--- config.mk ---
export PLATFORM = sky130hd
export DESIGN_NAME = gol_sim_sequencer
export DESIGN_NICKNAME = d
export VERILOG_FILES = /design/src/rtl/gol_sim_sequencer.sv
export SDC_FILE = /design/constraint.sdc
export NUM_CORES = 1
export LEC_CHECK = 0
export ABC_AREA = 1
export BUFFER_PORTS_ARGS = -buffer_cell sky130_fd_sc_hd__buf_2
export CELL_PAD_IN_SITES_DETAIL_PLACEMENT = 1
export CELL_PAD_IN_SITES_GLOBAL_PLACEMENT = 2
export CORE_ASPECT_RATIO = 1.1
export CORE_MARGIN = 2
export CORE_UTILIZATION = 30
export DETAILED_ROUTE_END_ITERATION = 8
export PLACE_DENSITY_LB_ADDON = 0.12
export SLEW_MARGIN = 0
export SYNTH_ARGS = -nofsm -noshare
export SYNTH_HDL_FRONTEND = slang
export SYNTH_SLANG_ARGS = --single-unit
--- constraint.sdc ---
create_clock -name clk -period 1.6 [get_ports clk]
set_input_delay 0.24 -clock clk [delete_from_list [all_inputs] [get_ports clk]]
set_output_delay 0.24 -clock clk [all_outputs]
set_load 0.01 [all_outputs]
--- src/rtl/gol_sim_sequencer.sv ---
// rtl/gol_sim_sequencer.sv - Game-of-Life phase sequencer: boot INIT, vsync-aligned UPDATE/COPY, watchdog.
// Optional single-step support is compiled in with GOL_STEP_EN.
module gol_sim_sequencer #(
    parameter int UPDATE_INTERVAL = 2400000,
    parameter int TIMEOUT         = 4096,
    parameter bit VSYNC_ACTIVE    = 1'b0
) (
    input  logic        clk,
    input  logic        rst_n,
    input  logic        run,
    input  logic        randomize,
    input  logic        step,
    input  logic        vsync,
    input  logic        init_done,
    input  logic        update_done,
    input  logic        copy_done,
    output logic        init_start,
    output logic        update_start,
    output logic        copy_start,
    output logic [1:0]  phase,
    output logic        busy,
    output logic [15:0] generation,
    output logic        timeout_err
);
    localparam int TW = $clog2(UPDATE_INTERVAL + 1);
    localparam int WW = (TIMEOUT > 2) ? $clog2(TIMEOUT) : 1;
    localparam logic [TW-1:0] TIMER_MAX = TW'(UPDATE_INTERVAL);
    localparam logic [WW-1:0] WD_MAX    = WW'(TIMEOUT - 1);

    typedef enum logic [1:0] {
        S_IDLE   = 2'd0,
        S_UPDATE = 2'd1,
        S_COPY   = 2'd2,
        S_INIT   = 2'd3
    } state_t;

    state_t        state, state_next;
    logic          boot_pending, step_pending, vs_prev, vs_edge;
    logic [TW-1:0] timer;
    logic [WW-1:0] wd;
    logic          launch_boot, launch_step, launch_timer, phase_done, wd_expire;

    assign vs_edge = (vsync == VSYNC_ACTIVE) && (vs_prev != VSYNC_ACTIVE);
    assign phase   = state;
    assign busy    = (state != S_IDLE);

    always_comb begin
        state_next   = state;
        launch_boot  = 1'b0;
        launch_step  = 1'b0;
        launch_timer = 1'b0;
        phase_done   = 1'b0;
        wd_expire    = 1'b0;
        case (state)
            S_IDLE: begin
                if (boot_pending) begin
                    launch_boot = 1'b1;
                    state_next  = S_INIT;
                end else if (step_pending && vs_edge) begin
                    launch_step = 1'b1;
                    state_next  = S_UPDATE;
                end else if (run && (timer == TIMER_MAX) && vs_edge) begin
                    launch_timer = 1'b1;
                    state_next   = randomize ? S_INIT : S_UPDATE;
                end
            end
            S_INIT:   phase_done = init_done;
            S_UPDATE: phase_done = update_done;
            S_COPY:   phase_done = copy_done;
            default:  ;
        endcase
        // A done pulse in the expiry cycle takes precedence over the watchdog.
        if (state != S_IDLE) begin
            if (phase_done) begin
                state_next = (state == S_UPDATE) ? S_COPY : S_IDLE;
            end else if (wd == WD_MAX) begin
                wd_expire  = 1'b1;
                state_next = S_IDLE;
            end
        end
    end

    always_ff @(posedge clk) begin
        if (!rst_n) begin
            state        <= S_IDLE;
            boot_pending <= 1'b1;
            timer        <= '0;
            wd           <= '0;
            generation   <= '0;
            timeout_err  <= 1'b0;
            init_start   <= 1'b0;
            update_start <= 1'b0;
            copy_start   <= 1'b0;
            vs_prev      <= !VSYNC_ACTIVE;
        end else begin
            state   <= state_next;
            vs_prev <= vsync;
            if (launch_boot)
                boot_pending <= 1'b0;
            // Step launches leave the timer alone so a saturated timer still fires on the next edge.
            if (state == S_IDLE) begin
                if (launch_boot || launch_timer)
                    timer <= '0;
                else if (run && !launch_step && (timer != TIMER_MAX))
                    timer <= timer + TW'(1);
            end
            if ((state == S_IDLE) || (state_next != state))
                wd <= '0;
            else
                wd <= wd + WW'(1);
            init_start   <= (state_next == S_INIT)   && (state != S_INIT);
            update_start <= (state_next == S_UPDATE) && (state != S_UPDATE);
            copy_start   <= (state_next == S_COPY)   && (state != S_COPY);
            if ((state == S_INIT) && phase_done)
                generation <= '0;
            else if ((state == S_COPY) && phase_done)
                generation <= generation + 16'd1;
            if (wd_expire)
                timeout_err <= 1'b1;
        end
    end

`ifdef GOL_STEP_EN
    logic step_prev;

    always_ff @(posedge clk) begin
        if (!rst_n) begin
            step_prev    <= 1'b0;
            step_pending <= 1'b0;
        end else begin
            step_prev    <= step;
            step_pending <= (step_pending && !launch_step) || (step && !step_prev && !run);
        end
    end
`else
    logic unused_step;

    assign step_pending = 1'b0;
    assign unused_step  = step ^ launch_step;
`endif

endmodule
; After elaboration in Yosys (flattened, before gate mapping)
; Cells that the tools add are included.
[word_totals]
output_inout_bits = 23
regBits = 58
wordCells = 64
[op_classes]
n_mux = 19
n_bitwise = 2
n_eq_ne = 13
addsub = 3
n_reduce_logical = 17
[ops]
columns = op, n
row1 = $mux 22, 2
row2 = $add 22x1->22 const B, 1
row3 = $eq 22x22->1 const B, 1
row4 = $ne 22x22->1 const B, 1
row5 = $add 16x1->16 const B, 1
row6 = $mux 2, 8
row7 = $add 12x1->12 const B, 1
row8 = $eq 12x12->1 const B, 1
row9 = $logic_and 1x1->1, 9
row10 = $eq 2x2->1 const B, 4
row11 = $mux 1, 8
row12 = $eq 2x1->1 const B, 2
row13 = $ne 2x2->1 const B, 2
row14 = $reduce_bool 2->1, 2
row15 = $reduce_or 2->1, 2
row16 = $pmux 1 s3, 1
row17 = $logic_not 2->1, 1
row18 = $logic_or 1x1->1, 2
row19 = $ne 2x1->1 const B, 1
row20 = $ne 2x2->1, 1
row21 = $not 1->1, 2
row22 = $reduce_and 2->1, 1

; Depth between registers and ports, before layout
; Gate-level depths: netlist (run 1).
[logic_depth]
depth_word = 12
mapped_depth = 14

; Least setup slack after synthesis (run 1)
; OpenSTA, ideal clock, no wires.
[synth_timing]
kind = register -> register
startpoint = register wd[0]
endpoint = register wd[10]
setup_slack_ps = -99
t_required_ps = 1483
setup_time_ps = 117
stages_incl_launch_ff = 14
path_buffers = 1
t_arrival_ps = 1582
synth_period_minus_slack_ps = 1699
path_cell_list = dfxtp_1 > ha_1 > nand2_1 > nor2_2 > nand3_1 > nor2_2 > nand3_1 > nor2_1 > nor2_1 > nand2_1 > nand2_1 > nand2_2 > buf_6 > nor2_1
[synth_between]
elab_chain_len = 7
[synth_rtl]
columns = item, line
row1 = "start, declared", 40  ; logic [WW-1:0] wd;
row2 = "start signal, assigned", 110  ; wd <= wd + WW'(1);
row3 = $eq 12x12->1, 76  ; end else if (wd == WD_MAX) begin
row4 = $mux 2, 76
row5 = $mux 2, 74  ; if (phase_done) begin
row6 = $mux 2, 73  ; if (state != S_IDLE) begin
row7 = $ne 2x2->1, 107  ; if ((state == S_IDLE) || (state_next != state))
row8 = $logic_or 1x1->1, 107
row9 = $reduce_or 2->1 (no source line), --
; Several ways; a longest one is shown, not always the timed one.
; A chain may end at the register's enable or synchronous reset.

; Worst setup path in the final report (run 1)
[layout_timing]
startpoint = register timer[6]
endpoint = register timer[21]
[layout_between]
elab_chain_len = 9
[layout_rtl]
columns = item, line
row1 = "start, declared", 39  ; logic [TW-1:0] timer;
row2 = "start signal, assigned", 105  ; timer <= timer + TW'(1);
row3 = $eq 22x22->1, 62  ; end else if (run && (timer == TIMER_MAX) && vs_edge) begin
row4 = $logic_and 1x1->1 (2 in a row), 62
row5 = $mux 1, 62
row6 = $mux 1, 56  ; if (boot_pending) begin
row7 = $mux 1, 54  ; case (state)
row8 = $logic_or 1x1->1, 102  ; if (launch_boot || launch_timer)
row9 = $reduce_bool 2->1 (no source line), --
row10 = $reduce_and 2->1 (no source line), --
; Several ways; a longest one is shown, not always the timed one. The select of a mux whose other input is x is not followed.

==> results.cfg, run 1 <==
[global_routing]
grt_pass1_vias = 3642
grt_pass1_wl_microns = 18300
gr-usage-all-layers_pct = 20.9
grt_overflow = 0
grt_max_degree = 22
antenna_found_initial = 0

[cells_and_area]
regArea_sq_um = 1190
instances_no_fill = 743
multi_input_area_sq_um = 2310
diodes = 0
drive_gt1_share_pct = 53.2
fin_area_sq_um = 5330
fillers = 1227
area_growth_pct = 69.3
final_nets = 609

[status]
run_status = finished, violations left
violations = negative setup slack

[detailed_routing]
drcViolationCount = 0
drt-met1-wl_microns = 5120
wl_met2_microns = 6210
dr.max_layer_used = met4
firstDrtPassIters = 4
drt-total-wl_microns = 11700
drt_iter0_markers = 109
wl_met3_microns = 236
vias = 3440
antenna_left = 0
wl_per_cell_microns = 15.8
via_per_inst = 4.63

[sta]
fin_crit_ns = 1.74
final_hold_viol_count = 0
slew_headroom_pct = 75.2
post-route-period-util_pct = 109
worstMarginPinSlew_ns = 0.372
finalSetupViolCount = 37
drv_slew = 0
setup_ws_ns = -0.141
fin_skew_ns = 0.00847
rsz0062_at_grt = yes
fmax_mhz = 574

[yosys]
synth_edf_count = 0
synth_flop_cell = dfxtp_1
synth_top_area_share_pct = 36.9
netlist_instances = 453
yosysWarnings = 0
yosysTopAreaCell = dfxtp_1
synth.net_count = 466
syn_avg_cell_area_sq_um = 6.95
synth_seq_cells = 58
netlist_area_sq_um = 3150
synthTopCellsByArea = dfxtp_1, nand2_1, nor2_1
ys_seq_area_share_pct = 36.9
async_reset_ff_share_pct = 0
ys_types = 35

[setup_path]
worst-endpoint-arrival_ns = 1.94
crit_path_top_delay_cell = dfxtp_1
crit_type = reg -> reg
r2r_cells = 12
path_max_fanout = 7
slowest_delay_ns = 0.31
worstPathCellList = nor2_1, nand3_2, nor2_4, nand3_2, nand2_2, buf_6, nand2_8, inv_8, buf_12, nor2_2, nand2_1, a21oi_2
cp.required_ns = 1.80
cp-start-kind = register
critical_path.endpoint_type = register
critPathMostFrequentCell = nand3_2

[placed_design]
hpwlAfterDp_microns = 7500
placed_cell_area_sq_um = 4100
place_congestion = 0.801
portBuffers = 30
place_inst = 702

[die]
die_area_sq_um = 11300
die_w_microns = 102
die_y_microns = 111
core_area_sq_um = 10300
initial_utilization_pct = 30.6
io_pins = 32
rows = 39

[cts]
clock_latency_ns = 0.33
clk_path_buf_depth = 2
h-tree-depth = 3
clkTransAtPathRegs_ns = 0.05
root_buffer = clkbuf_16
cts_buffers = 9
numClockSinks = 58
cts_tree = yes

[power]
switching_power_w = 0.00215
power_density_nw_per_um2 = 1180
power.share.sequential_pct = 25.6
intPower_w = 0.00416
p_clk_share_pct = 36.1
p_sw_share_pct = 34.1
power_frac_comb_pct = 38.3
leakagePower_nw = 2.16
peakVddDrop_uv = 523

[hold_path]
hold_depth = 3
hp-class = in -> reg

[flow_run]
drv_cap = 0
==> final timing paths <==
kind,from,slack [ns],to
max,timer[6],-0.14,timer[21]
min,vsync,0.09,vs_prev
max reg2reg,timer[6],-0.14,timer[21]
min reg2reg,generation[7],0.46,generation[7]
==> cell type report <==
cell class	count	area share (%)
Tap cell	143	3.36
Timing Repair inverter	1	0.141
Clock buffer	10	4.48
Timing Repair Buffer	139	20.3
Sequential cell	58	22.3
Clock inverter	5	1.92
Multi-Input combinational cell	337	43.4
Inverter	50	4.04
==> Yosys cell counts (3+ instances only) <==
| cell type | count |
|---|---|
| nand2_1 | 105 |
| nor2_1 | 75 |
| dfxtp_1 | 58 |
| inv_1 | 48 |
| a21oi_1 | 27 |
| nand3_1 | 22 |
| xor2_1 | 18 |
| nor3_1 | 13 |
| nand2_2 | 12 |
| nand4_1 | 11 |
| o21ai_0 | 10 |
| a21oi_2 | 8 |
| xnor2_1 | 8 |
| nor2_2 | 5 |
| clkbuf_1 | 4 |
| ha_1 | 4 |
| nor2_4 | 3 |
| o21a_1 | 3 |
==> per-stage QoR <==
stage / TNS [ns] / setup slack [ns] / total power [W] / utilization, % / hold slack [ns]
4_1_cts: -1.35 / -0.0649 / 0.00591 / 47.4 / 0.0828
2_1_floorplan: -0.455 / -0.0472 / 0.00233 / - / 0.332
3_3_place_gp: -5.72 / -0.222 / 0.00298 / 39.8 / 0.427
6_report: -3.30 / -0.141 / 0.00631 / 51.8 / 0.0897
5_1_grt: -6.18 / -0.222 / 0.00657 / 51.8 / 0.102
3_5_place_dp: -7.11 / -0.294 / 0.00300 / 39.8 / 0.432
==> flip-flops by register name, summed over array words and instances, names as in the netlist <==
name	cells
init_start	1
copy_start	1
generation	16
wd	12
timeout_err	1
boot_pending	1
update_start	1
timer	22
vs_prev	1
phase	2
==> cell usage in the layout, fill, tap and decap left out, drive strengths merged <==
master / Yosys / layout
nand2: 118 / 119
a31oi: 1 / 1
and3: 1 / 1
nand3: 25 / 25
clkinv: 1 / 1
clkbuf: 4 / 11
bufinv: 0 / 3
o21a: 3 / 3
inv: 49 / 49
o21ai: 11 / 11
or2: 1 / 1
xnor2: 8 / 8
ha: 4 / 4
and3b: 1 / 1
nand4: 11 / 11
xor2: 18 / 18
nor2: 83 / 83
a21oi: 35 / 35
o21bai: 1 / 1
clkinvlp: 0 / 3
nor3: 14 / 14
nand3b: 1 / 1
buf: 5 / 138
dfxtp: 58 / 58
==> layer usage <==
| metal | vias to the layer above | global-route usage, % |
|---|---|---|
| met1 | 1669 | 26.4 |
| met4 | 0 | 6.22 |
| met5 | - | 0 |
| met2 | 26 | 36.1 |
| li1 | 1734 | - |
| met3 | 11 | 3.39 |
==> kinds of logic (layout without fill, tap and decap cells) <==
group	count (synthesis)	count (layout)	synth area share [%]
simple gates	255	256	36.6
buf+inv	59	205	8.14
flops	58	58	36.9
compound gates	51	51	9.54
xor+xnor	26	26	7.23
fa+ha+maj	4	4	1.59
==> critical path: cells and delay by family, from the launching register on <==
kind,cells,cell delay [ns]
AO/OA/AOI/OAI,1,0.05
AND/OR/NAND/NOR,8,0.88
flip-flops,1,0.31
buffers and inverters,3,0.35
==> power groups by stage <==
stage | sequential [W] | clock, W | combinational (W)
floorplan | 0.00167 | 0 | 0.000662
global route | 0.00163 | 0.00238 | 0.00257
detailed placement | 0.00163 | 0 | 0.00136
finish | 0.00162 | 0.00228 | 0.00242
global placement | 0.00163 | 0 | 0.00135
CTS | 0.00161 | 0.00231 | 0.00199
==> what timing repair did <==
action | CTS | global route
setup endpoints to repair | 42 | 44
gates resized for setup | 83 | 106
cloned | 3 | 2
hold buffers | 0 | 0
pin swaps | 30 | 40
buffers inserted | 13 | 9
Power figures use the tool's default switching activity.
==> run 2, diff against run 1 <==
--- a/config.mk
+++ b/config.mk
@@ -11,9 +11,11 @@
 export CELL_PAD_IN_SITES_GLOBAL_PLACEMENT = 2
 export CORE_ASPECT_RATIO = 1.1
 export CORE_MARGIN = 2
-export CORE_UTILIZATION = 30
+export CORE_UTILIZATION = 31
+export CTS_BUF_LIST = sky130_fd_sc_hd__clkbuf_8
 export DETAILED_ROUTE_END_ITERATION = 8
 export PLACE_DENSITY_LB_ADDON = 0.12
+export RECOVER_POWER = 50
 export SLEW_MARGIN = 0
 export SYNTH_ARGS = -nofsm -noshare
 export SYNTH_HDL_FRONTEND = slang
==> run 2 against run 1 <==
  * The run still ends with negative setup slack left
  * Sequential share of layout area rose by 1.2 points
  * Non-clock buffer count shrank 18
  * Sequential power is essentially flat
  * Hold slack got worse by 0.025 ns
  * Critical endpoint is now timer[6]
  * Largest cell class unchanged
  * Highest routed layer unchanged
==> results.cfg, run 2 (synthesis gave the netlist of run 1 again) <==
[setup_path]
r2r_start = timer[1]
worstPathCellList = inv_2, ha_4, nand3_4, nor3_2, nand3_1, nand2_2, nand2_2, nand2_4, buf_12, buf_12, nand2_2, a21oi_2
cp-start-kind = register
crit_type = reg -> reg
worst-path-buf-inv = 3
r2r_setup_slack_ns = -0.15
slowest_delay_ns = 0.33
critical_path.endpoint_type = register
crit_path_top_delay_cell = dfxtp_2
critPathMostFrequentCell = nand2_2
r2r_cells = 12
worst-endpoint-arrival_ns = 2.04
rr_endpoint = timer[6]
cp_top_family = simple AND/OR/NAND/NOR gates
cp.required_ns = 1.90
path_max_fanout = 6

[power]
peakVddDrop_uv = 533
intPower_w = 0.00316
p_clk_share_pct = 24.0
leakagePower_nw = 2.03
switching_power_w = 0.00205
p_sw_share_pct = 39.4
power.share.sequential_pct = 30.8
power_frac_comb_pct = 45.2
power_density_nw_per_um2 = 1030

[global_routing]
grt_pass1_wl_microns = 16700
gr-usage-all-layers_pct = 20.1
grt_max_degree = 22
grt_pass1_vias = 3409
grt_overflow = 0
antenna_found_initial = 0

[hold_path]
min_from = vsync
holdPathEnd = vs_prev
hp-class = in -> reg
hold_depth = 3

[sta]
final_hold_viol_count = 0
hold_slack_ns = 0.0652
fin_skew_ns = 0.00690
tns_ns = -3.33
slew_headroom_pct = 75.2
drv_slew = 0
finalSetupViolCount = 34
rsz0062_at_grt = yes
fin_crit_ns = 1.75
fmax_mhz = 573
setup_ws_ns = -0.147
worstMarginPinSlew_ns = 0.368
post-route-period-util_pct = 109

[detailed_routing]
drcViolationCount = 0
drt_iter0_markers = 79
drt-total-wl_microns = 11200
via_per_inst = 4.77
firstDrtPassIters = 4
drt-met1-wl_microns = 4400
wl_met3_microns = 292
vias = 3355
wl_per_cell_microns = 15.9
wl_met2_microns = 6220
antenna_left = 0
dr.max_layer_used = met4

[cts]
clk_path_buf_depth = 2
clkTransAtPathRegs_ns = 0.07
numClockSinks = 58
root_buffer = clkbuf_8
h-tree-depth = 3
cts_tree = yes
clock_latency_ns = 0.36
cts_buffers = 9

[cells_and_area]
final_nets = 591
final_cell_mix = buf_4, nand2_1, nor2_1
largest_register = timer
drive_gt1_share_pct = 51.3
diodes = 0
largest_reg_flops = 22
fin_util_pct = 51.4
top_regs = timer (22), generation (16), wd (12)
area_growth_pct = 61.3
final_common_cell = buf_4
fillers = 1226

[die]
io_pins = 32
core_area_sq_um = 9890
die_area_sq_um = 11000
initial_utilization_pct = 31.8
rows = 38
die_w_microns = 100
die_y_microns = 110

[placed_design]
place_congestion = 0.848
portBuffers = 30
hpwlAfterDp_microns = 7150
pre_cts_slack_ns = -0.286

[flow_run]
drv_cap = 0

[status]
violations = negative setup slack
run_status = finished, violations left
## run 2: worst register-to-register path: stages, from the launching register on
cell     delay, ns
dfxtp_2       0.33
inv_2         0.07
ha_4          0.14
nand3_4       0.09
nor3_2        0.12
nand3_1       0.13
nand2_2       0.12
nand2_2       0.08
nand2_4       0.09
buf_12        0.17
buf_12        0.17
nand2_2       0.06
a21oi_2       0.11
## run 2: cell type report
type | instances | area [sq um] | area share [%]
multi-input cells | 337 | 2360 | 46.4
flip-flops and latches | 58 | 1200 | 23.6
repair buffers | 121 | 963 | 19.0
inverters | 50 | 224 | 4.41
well taps | 120 | 150 | 2.96
clock buffers | 10 | 138 | 2.71
clock inverters | 6 | 33.8 | 0.665
repair inverters | 1 | 16.3 | 0.320
## run 2: stage by stage
stage	cell area (sq um)	total power (W)	instances
after floorplan	3180	0.00233	453
after global placement	3950	0.00289	662
after detailed placement	3950	0.00292	662
after CTS	4510	0.00473	690
after global routing	5080	0.00549	703
final	5080	0.00521	703
## run 2: worst max-delay path by stage
stage,start,end,slack [ns],cells after the start
after global placement,wd[1],wd[0],-0.18,12
after floorplan,wd[1],wd[10],-0.05,13
after detailed placement,wd[1],wd[0],-0.29,12
after CTS,timer[10],timer[0],-0.06,13
after global routing,timer[0],timer[6],-0.24,12
final,timer[1],timer[6],-0.15,12
## run 2: timing repair
action | 4_1_cts | 5_1_grt
gates cloned | 3 | 2
buffers inserted | 9 | 12
setup endpoints to repair | 39 | 45
gates resized for setup | 71 | 128
pin swaps | 22 | 42
hold buffers | 0 | 0
## run 2: power groups by stage
stage | registers, W | clock network, W | logic (W)
4_1_cts | 0.00160 | 0.00129 | 0.00185
3_3_place_gp | 0.00162 | 0 | 0.00127
2_1_floorplan | 0.00167 | 0 | 0.000662
3_5_place_dp | 0.00163 | 0 | 0.00129
6_report | 0.00161 | 0.00125 | 0.00235
5_1_grt | 0.00162 | 0.00136 | 0.00251
## run 2: per-layer routing
metal	up-vias	GRT usage (%)
met5	-	0
met4	0	6.46
met3	19	4.39
met2	52	39.0
met1	1588	21.6
li1	1696	-
==> run 3, diff against run 2 <==
--- a/config.mk
+++ b/config.mk
@@ -10,7 +10,6 @@
 export CELL_PAD_IN_SITES_DETAIL_PLACEMENT = 1
 export CELL_PAD_IN_SITES_GLOBAL_PLACEMENT = 2
 export CORE_ASPECT_RATIO = 1.1
-export CORE_MARGIN = 2
 export CORE_UTILIZATION = 31
 export CTS_BUF_LIST = sky130_fd_sc_hd__clkbuf_8
 export DETAILED_ROUTE_END_ITERATION = 8
==> constraint.sdc (replaced) <==
create_clock -name clk -period 1.6 [get_ports clk]
set_input_delay 0.32 -clock clk [delete_from_list [all_inputs] [get_ports clk]]
set_output_delay 0.32 -clock clk [all_outputs]
set_load 0.01 [all_outputs]
==> run 3 against run 2 <==
  * The flow still finishes with violations (negative setup slack)
  * Largest power group unchanged
  * Power is 5.3% lower
  * Clock-buffer cell count is 1 higher
  * Sequential power is essentially flat
  * Utilization shrank 1.4 points
  * Combinational power fell by 9.4%
  * Final cell count rose by 0.43%
  * Hold slack improved by 0.085 ns
  * Clock power shrank 3%
  * Critical path depth up 2
  * Flip-flop and latch count is the same
  * Setup slack better by 0.051 ns
==> results.cfg, run 3 (synthesis gave the netlist of run 1 again) <==
[setup_path]
critPathMostFrequentCell = nand2_2
cp.required_ns = 1.88
r2r_cells = 14
worstPathCellList = inv_2, nand2_2, nor2_2, nand2_2, nor2_4, nand3_2, nand2_2, inv_2, nand2_4, nand2_8, buf_12, clkinv_16, nand2_4, a21oi_2
crit_type = reg -> reg
slowest_delay_ns = 0.34
cp_top_family = simple AND/OR/NAND/NOR gates
path_max_fanout = 8
worst-endpoint-arrival_ns = 1.97
crit_path_top_delay_cell = dfxtp_2
r2r_start = timer[13]
critical_path.endpoint_type = register
cp-start-kind = register
r2r_setup_slack_ns = -0.1
worst-path-buf-inv = 4
rr_endpoint = timer[11]
startpoint = timer[13]

[hold_path]
hold_depth = 3
hp-class = in -> reg
holdPathEnd = vs_prev
min_from = vsync

[cts]
cts_buffers = 9
cts_hold_buf = 0
clk_path_buf_depth = 2
h-tree-depth = 3
clock_latency_ns = 0.34
cts_tree = yes
root_buffer = clkbuf_8
clkTransAtPathRegs_ns = 0.07
numClockSinks = 58

[global_routing]
grt_use_met1_pct = 20.4
grt.met3_usage_pct = 3.12
grt_overflow = 0
gr-usage-met2_pct = 41.7
top_usage_layer = met2
antenna_found_initial = 0
gr-usage-all-layers_pct = 21.0
grt_pass1_vias = 3567
grt_max_degree = 21
grt_pass1_wl_microns = 16900

[detailed_routing]
vias = 3399
drt-total-wl_microns = 10800
drt_iter0_markers = 69
drcViolationCount = 0
wl_per_cell_microns = 15.3
firstDrtPassIters = 4
via_per_inst = 4.81
antenna_left = 0

[placed_design]
pre_cts_slack_ns = -0.289
hpwlAfterDp_microns = 7220
place_inst = 666
portBuffers = 30
place_congestion = 0.865

[flow_run]
drv_cap = 0

[cells_and_area]
diodes = 0
drive_gt1_share_pct = 48.0
multi_input_area_sq_um = 2230
fillers = 1243
final_cell_mix = buf_4, nand2_1, nor2_1
final_common_cell = buf_4
regArea_sq_um = 1190
top_regs = timer (22), generation (16), wd (12)
largest_reg_flops = 22
largest_register = timer
area_growth_pct = 56.8
final_nets = 595
instances_no_fill = 706

[sta]
hold_slack_ns = 0.151
worstMarginPinSlew_ns = 0.373
fin_crit_ns = 1.70
drv_slew = 0
slew_headroom_pct = 75.2
finalSetupViolCount = 36
post-route-period-util_pct = 106
rsz0062_at_grt = yes
setup_ws_ns = -0.0954
final_hold_viol_count = 0
fin_skew_ns = 0.00960
fmax_mhz = 590

[die]
die_y_microns = 108
core_area_sq_um = 9890
initial_utilization_pct = 31.8
rows = 38
io_pins = 32
die_area_sq_um = 10600
die_w_microns = 98.1

[power]
peakVddDrop_uv = 486
finalPower_w = 0.00494
power_density_nw_per_um2 = 999
leakagePower_nw = 2.03

[status]
violations = negative setup slack
run_status = finished, violations left
==> run 3: cell types whose count changed in the layout (fill, tap and decap cells not counted), moves of 4 or more <==
cell / previous run / this run
buf_4: 75 / 83
nand2_1: 73 / 79
buf_6: 9 / 4
clkbuf_1: 3 / 13
nand2_2: 26 / 22
dfxtp_2: 17 / 21
buf_2: 27 / 18
nor2_1: 41 / 48
nor2_4: 21 / 16
==> run 3: layout make-up <==
type / count / area share, %
multi-input combinational: 337 / 45.2
timing repair buffer: 125 / 19.4
sequential: 58 / 24.1
inverter: 50 / 4.21
clock buffer: 11 / 3.07
tap: 120 / 3.04
clock inverter: 4 / 0.380
timing repair inverter: 1 / 0.608
==> run 3: where the power goes <==
group	total (W)	switching (W)	internal (W)
registers	0.00160	0.0000608	0.00154
clock network	0.00121	0.000588	0.000624
logic	0.00213	0.00117	0.000954
total	0.00494	0.00182	0.00311
==> run 3: worst max-delay path by stage <==
stage / to / slack, ns / depth (start not counted)
3_3_place_gp: wd[5] / -0.18 / 12
2_1_floorplan: wd[10] / -0.05 / 13
4_1_cts: timer[9] / -0.08 / 13
6_report: timer[11] / -0.1 / 14
3_5_place_dp: wd[8] / -0.29 / 12
5_1_grt: timer[11] / -0.23 / 14
==> run 3: worst min-delay path: stages <==
cell	delay, ns
buf_2	0.07
inv_1	0.03
nand2_1	0.04
==> run 3: metal layers <==
metal  routed length, microns  part of all wire [%]  up-vias
met5                        0                     0        -
met1                     4120                    38     1612
met4                      465                   4.3        0
met2                     5930                    55       55
met3                      309                   2.9       35
li1                         -                     -     1697
==> run 3: metrics by stage <==
stage	util [%]	area, sq um	setup TNS, ns
floorplan	-	3180	-0.455
detailed placement	40.1	3970	-7.40
global route	49.9	4940	-6.56
global placement	40.1	3970	-4.26
CTS	46.5	4600	-1.31
finish	49.9	4940	-2.04
==> run 3: what timing repair did <==
item	CTS	global route
gates cloned	4	1
setup endpoints to repair	41	44
buffers inserted	15	9
gates resized for setup	74	100
pin swaps	20	47
